**src/rtl/logic_ops_pkg.sv**
```systemverilog
// Shared op encodings for the bitwise logic slice.
package logic_ops_pkg;

  localparam int OP_W = 3;

  localparam logic [OP_W-1:0] OP_AND   = 3'd0;
  localparam logic [OP_W-1:0] OP_OR    = 3'd1;
  localparam logic [OP_W-1:0] OP_XOR   = 3'd2;
  localparam logic [OP_W-1:0] OP_NAND  = 3'd3;
  localparam logic [OP_W-1:0] OP_NOR   = 3'd4;
  localparam logic [OP_W-1:0] OP_XNOR  = 3'd5;
  localparam logic [OP_W-1:0] OP_ANDN  = 3'd6;
  localparam logic [OP_W-1:0] OP_PASSA = 3'd7;

endpackage

```
**src/rtl/logic_unit_core.sv**
```systemverilog
// Combinational bitwise op plus zero / all-ones / parity flags of the result.
module logic_unit_core
  import logic_ops_pkg::*;
#(
  parameter int WIDTH = 32
) (
  input  logic [OP_W-1:0]  op_i,
  input  logic [WIDTH-1:0] a_i,
  input  logic [WIDTH-1:0] b_i,
  output logic [WIDTH-1:0] result_o,
  output logic             zero_o,
  output logic             ones_o,
  output logic             parity_o
);

  always_comb begin
    result_o = '0;
    case (op_i)
      OP_AND:   result_o = a_i & b_i;
      OP_OR:    result_o = a_i | b_i;
      OP_XOR:   result_o = a_i ^ b_i;
      OP_NAND:  result_o = ~(a_i & b_i);
      OP_NOR:   result_o = ~(a_i | b_i);
      OP_XNOR:  result_o = ~(a_i ^ b_i);
      OP_ANDN:  result_o = a_i & ~b_i;
      OP_PASSA: result_o = a_i;
      default:  result_o = '0;
    endcase
  end

  assign zero_o   = ~|result_o;
  assign ones_o   = &result_o;
  assign parity_o = ^result_o;

endmodule

```
**src/rtl/logic_unit_pipe.sv**
```systemverilog
// Pipelined logic unit: optional input stage S1, output stage S2, valid/ready on both sides.
module logic_unit_pipe
  import logic_ops_pkg::*;
#(
  parameter int WIDTH  = 32,
  parameter bit REG_IN = 1'b1
) (
  input  logic             clk,
  input  logic             rst_n,
  input  logic             in_valid_i,
  output logic             in_ready_o,
  input  logic [OP_W-1:0]  in_op_i,
  input  logic [WIDTH-1:0] in_a_i,
  input  logic [WIDTH-1:0] in_b_i,
  output logic             out_valid_o,
  input  logic             out_ready_i,
  output logic [WIDTH-1:0] out_result_o,
  output logic             out_zero_o,
  output logic             out_ones_o,
  output logic             out_parity_o
);

  logic             s2_load;
  logic             src_v;
  logic [OP_W-1:0]  src_op;
  logic [WIDTH-1:0] src_a;
  logic [WIDTH-1:0] src_b;

  logic [WIDTH-1:0] core_res;
  logic             core_zero;
  logic             core_ones;
  logic             core_parity;

  logic             s2_v_q, s2_v_d;
  logic [WIDTH-1:0] s2_res_q, s2_res_d;
  logic             s2_zero_q, s2_zero_d;
  logic             s2_ones_q, s2_ones_d;
  logic             s2_par_q, s2_par_d;

  assign s2_load = !s2_v_q || out_ready_i;

  generate
    if (REG_IN) begin : g_s1
      logic             s1_load;
      logic             s1_v_q, s1_v_d;
      logic [OP_W-1:0]  s1_op_q, s1_op_d;
      logic [WIDTH-1:0] s1_a_q, s1_a_d;
      logic [WIDTH-1:0] s1_b_q, s1_b_d;

      assign s1_load = !s1_v_q || s2_load;

      always_comb begin
        s1_v_d  = s1_v_q;
        s1_op_d = s1_op_q;
        s1_a_d  = s1_a_q;
        s1_b_d  = s1_b_q;
        if (s1_load) begin
          s1_v_d = in_valid_i;
          if (in_valid_i) begin
            s1_op_d = in_op_i;
            s1_a_d  = in_a_i;
            s1_b_d  = in_b_i;
          end
        end
      end

      always_ff @(posedge clk or negedge rst_n) begin
        if (!rst_n) begin
          s1_v_q  <= 1'b0;
          s1_op_q <= '0;
          s1_a_q  <= '0;
          s1_b_q  <= '0;
        end else begin
          s1_v_q  <= s1_v_d;
          s1_op_q <= s1_op_d;
          s1_a_q  <= s1_a_d;
          s1_b_q  <= s1_b_d;
        end
      end

      assign in_ready_o = s1_load;
      assign src_v      = s1_v_q;
      assign src_op     = s1_op_q;
      assign src_a      = s1_a_q;
      assign src_b      = s1_b_q;
    end else begin : g_bypass
      assign in_ready_o = s2_load;
      assign src_v      = in_valid_i;
      assign src_op     = in_op_i;
      assign src_a      = in_a_i;
      assign src_b      = in_b_i;
    end
  endgenerate

  logic_unit_core #(.WIDTH(WIDTH)) u_core (
    .op_i    (src_op),
    .a_i     (src_a),
    .b_i     (src_b),
    .result_o(core_res),
    .zero_o  (core_zero),
    .ones_o  (core_ones),
    .parity_o(core_parity)
  );

  // Bubbles only clear the valid bit; result and flags keep their last value.
  always_comb begin
    s2_v_d    = s2_v_q;
    s2_res_d  = s2_res_q;
    s2_zero_d = s2_zero_q;
    s2_ones_d = s2_ones_q;
    s2_par_d  = s2_par_q;
    if (s2_load) begin
      s2_v_d = src_v;
      if (src_v) begin
        s2_res_d  = core_res;
        s2_zero_d = core_zero;
        s2_ones_d = core_ones;
        s2_par_d  = core_parity;
      end
    end
  end

  always_ff @(posedge clk or negedge rst_n) begin
    if (!rst_n) begin
      s2_v_q    <= 1'b0;
      s2_res_q  <= '0;
      s2_zero_q <= 1'b0;
      s2_ones_q <= 1'b0;
      s2_par_q  <= 1'b0;
    end else begin
      s2_v_q    <= s2_v_d;
      s2_res_q  <= s2_res_d;
      s2_zero_q <= s2_zero_d;
      s2_ones_q <= s2_ones_d;
      s2_par_q  <= s2_par_d;
    end
  end

  assign out_valid_o  = s2_v_q;
  assign out_result_o = s2_res_q;
  assign out_zero_o   = s2_zero_q;
  assign out_ones_o   = s2_ones_q;
  assign out_parity_o = s2_par_q;

endmodule

```
**config.mk**
```make
export PLATFORM = sky130hd
export DESIGN_NAME = logic_unit_pipe
export DESIGN_NICKNAME = d
export VERILOG_FILES = /design/src/rtl/logic_ops_pkg.sv /design/src/rtl/logic_unit_core.sv /design/src/rtl/logic_unit_pipe.sv
export SDC_FILE = /design/constraint.sdc
export NUM_CORES = 1
export LEC_CHECK = 0
export ABC_AREA = 1
export CAP_MARGIN = 20
export CORE_MARGIN = 5
export CORE_UTILIZATION = 26
export DETAILED_ROUTE_END_ITERATION = 6
export PLACE_DENSITY = 0.46
export SKIP_LAST_GASP = 1
export SYNTH_ARGS = -nofsm -noshare
export SYNTH_HDL_FRONTEND = slang
export SYNTH_HIERARCHICAL = 1
export SYNTH_SLANG_ARGS = --single-unit
export TNS_END_PERCENT = 30
```
**constraint.sdc**
```tcl
create_clock -name clk -period 2.57 [get_ports clk]
set_input_delay 0.6425 -clock clk [delete_from_list [all_inputs] [get_ports clk]]
set_output_delay 0.6425 -clock clk [all_outputs]
set_load 0.02 [all_outputs]
```
==> summary.txt <==
Route
  – Post-route ant nets: 0
  – Starting DRT DRC Count: 403
  – Vias: 9232
  – # DRC: 0
  – Vias per cell: 4.60
  – Drt first pass iters: 5
  – Wire per inst: 15.1 um
  – Drt total wl: 30400 um

Critical path
  – Crit path max fanout: 6
  – Critical path, cell by cell: inv_4 > nor3_4 > buf_6 > buf_12 > buf_6 > nand2_2 > o21ai_1 > nor2_1 > nand3_1 > nand2_2 > ha_4 > inv_2 > nand2_2 > nand2_2 > nand2_1 > nand2_1 > nor2_1 > nor2_1 > nand2_1 > nand2_2 > nand3_2 > nand2_1
  – Worst path slowest cell: dfrtp_2
  – Critical path type: reg -> reg
  – Crit. End Element: flip-flop
  – CP most frequent cell: nand2_2
  – Req. time, crit path: 2.83 ns
  – Worst Setup Start Kind: flip-flop
  – WP data arrival: 2.82 ns
  – Worst path max stage delay: 0.46 ns

Place
  – Port bufs: 107
  – Dpl ws: -0.0870 ns
  – Placer Congestion: 0.828
  – Dpl hpwl: 22500 um
  – Dpl cell area: 11400 um2

Yosys
  – Mapped Cells: 1416
  – Most common cell in the netlist: nand2_1
  – Xor/xnor share of the synthesized area: 0.00745
  – EDFF count, synth: 0
  – Area leader, netlist: dfrtp_1
  – Mux cell area share after synthesis: 0
  – Async SR Flop Fraction: 1.00
  – Largest cells by area after synthesis: dfrtp_1 28%, ha_1 17%, nand2_1 16%
  – Synth Area in Compound Gates: 0.0714
  – Count of cell types in the netlist: 27
  – #FFs+latches synth: 104
  – Synth warnings: 6
  – Seq/Total Area, Yosys: 0.277
  – Top-area cell type share of the netlist area: 0.277
  – Syn Nets: 1615
  – Synth Flop Type: dfrtp_1
  – Largest family of logic cells by synthesized area: simple AND/OR/NAND/NOR gates
  – Post-Synth Adder-Cell Area: 0.170
  – Mapped Area: 9410 um2
  – Post-synth top cells: 395 x nand2_1, 168 x nor2_1, 154 x nand3_1
  – Syn avg cell area: 6.64 um2
  – Simple-Gate Fraction of Synth Area: 0.380

Run status
  – Run status: completed

Timing
  – Final setup viols: 0
  – Max Fclk: 0.391 GHz
  – Tmin final: 2.56 ns
  – Final setup skew: 0.00785 ns
  – Period utilisation layout: 0.996
  – Hold_ws: 0.173 ns
  – Max transition margin: 0.708
  – Worst Tran Pin Value: 0.437 ns
  – Slew Limit Fails: 0
  – Hold Vio Cnt, Final: 0
  – RSZ-0062 raised after global routing: yes
  – PnR worst setup slack: 0.0103 ns

Global route
  – Total track usage: 0.146
  – First-pass GRT wire length: 48100 um
  – Largest net degree at the start of global routing: 65
  – Vias in the first global route: 9017
  – Initial antenna violation count: 0
  – GR Overflow Total: 0

Die
  – Cell Rows: 69
  – Die area: 40100 um2
  – Die width: 200 um
  – Chip height: 200 um
  – Initial Utilization: 0.264
  – Area of the core: 35700 um2
  – Io pins: 108

Power and ir drop
  – VDD IR-drop max: 0.357 mV
  – Total power: 9.79 mW
  – Leakage: 6.04 nW
  – PwrDens: 808 nW/um2

Clocking
  – Clk sinks: 104
  – Clk root buf: clkbuf_16
  – CTS buffer count: 9
  – Clk slew on worst S/H paths: 0.07 ns
  – Clock Path Buffers: 2
  – H-tree levels: 3
  – CTS tree: yes
  – Clock latency on the worst-skew pair: 0.37 ns

Cells and area
  – Area growth syn-to-layout: 28.8%
  – Post-route cell area: 12100 um2
  – # diodes: 0
  – Final core utilization: 0.340
  – Share of layout cells above drive strength 1: 0.127
  – Final #Nets: 1740
  – Filler cells: 3875

Worst hold path
  – Hold Crit Class: in -> async

Job
  – MaxCap Viol Count: 0
metal layers:
| layer | global-route usage | share of wire | vias to the layer above |
|---|---|---|---|
| met3 | 0.0215 | 0.049 | 16 |
| li1 | - | - | 4780 |
| met5 | 0 | 0 | - |
| met2 | 0.221 | 0.42 | 224 |
| met1 | 0.222 | 0.52 | 4212 |
| met4 | 0.0288 | 0.0089 | 0 |
cell usage in the layout (no fill, tap or decap), drive strengths merged:
| cell | n |
|---|---|
| o22ai | 17 |
| xor2 | 4 |
| bufinv | 1 |
| nand3 | 157 |
| a21oi | 32 |
| xnor2 | 4 |
| nor2 | 168 |
| nand2 | 398 |
| clkinvlp | 1 |
| clkinv | 2 |
| nand4 | 23 |
| o21ai | 81 |
| buf | 77 |
| inv | 149 |
| or2 | 32 |
| clkbuf | 12 |
| nor4 | 2 |
| dfrtp | 104 |
| ha | 128 |
| nor3 | 33 |
| clkdlybuf4s50 | 105 |
| nor3b | 15 |
final cells by class:
class	count	area [um2]	area share
Timing Repair Buffer	184	1830	0.151
Clock inverter	5	56.3	0.00465
Sequential cell	104	2610	0.215
Tap cell	461	577	0.0476
Inverter	148	558	0.0461
Multi-Input combinational cell	1094	6250	0.516
Clock buffer	10	239	0.0197
worst paths after layout:
| check | from | end | slack (ns) | cells after the start |
|---|---|---|---|---|
| worst max-delay path | g_s1.s1_op_q[1]$_DFFE_PN0P_ | out_parity_o$_DFFE_PN0P_ | 0.01 | 22 |
| worst min-delay path | rst_n | g_s1.s1_a_q[31]$_DFFE_PN0P_ | 0.17 | 1 |
| worst max register to register | g_s1.s1_op_q[1]$_DFFE_PN0P_ | out_parity_o$_DFFE_PN0P_ | 0.01 | 22 |
| worst min register to register | out_result_o[26]$_DFFE_PN0P_ | out_result_o[26]$_DFFE_PN0P_ | 0.47 | 2 |
| max in group asynchronous | rst_n | out_result_o[25]$_DFFE_PN0P_ | 1.72 | 2 |
| min in group clk | out_result_o[26]$_DFFE_PN0P_ | out_result_o[26]$_DFFE_PN0P_ | 0.47 | 2 |
power by group:
part	internal, mW	switching [mW]
combinational	2.54	3.44
clock	0.778	0.667
sequential	2.03	0.332
total	5.35	4.44
stage by stage:
step                      cells  setup TNS, ns
after CTS                  2001              0
final                      2006              0
after global placement     1986        -0.0733
after global routing       2006         -0.442
after floorplan            1416              0
after detailed placement   1986        -0.0870
state kept, by name (all words and copies together) (netlist names):
name and count:
g_s1.s1_a_q 32, out_zero_o 1, out_result_o 32, g_s1.s1_op_q 3
g_s1.s1_v_q 1, out_parity_o 1, g_s1.s1_b_q 32, out_valid_o 1
out_ones_o 1
critical path, delay by kind of cell, from the launching register on:
family / cells / cell delay [ns]
buffers and inverters: 5 / 0.48
AND/OR/NAND/NOR: 15 / 1.17
AO/OA/AOI/OAI: 1 / 0.07
adder cells (fa/ha/maj): 1 / 0.28
flip-flops: 1 / 0.46
what timing repair did:
| action | CTS | global route |
|---|---|---|
| pin swaps | 0 | 34 |
| cloned | 0 | 2 |
| endpoints found under the setup margin | 1 | 4 |
| setup buffers | 0 | 3 |
| hold buffers | 0 | 0 |
| hold endpoints to repair | 0 | 0 |
| gates resized for setup | 1 | 79 |
kinds of logic after synthesis:
| kind of cell | Yosys count |
|---|---|
| flops | 104 |
| simple gates | 828 |
| xor+xnor | 8 |
| compound gates | 130 |
| buf+inv | 218 |
| fa+ha+maj | 128 |
No activity file was read; power rests on OpenSTA's default activity.
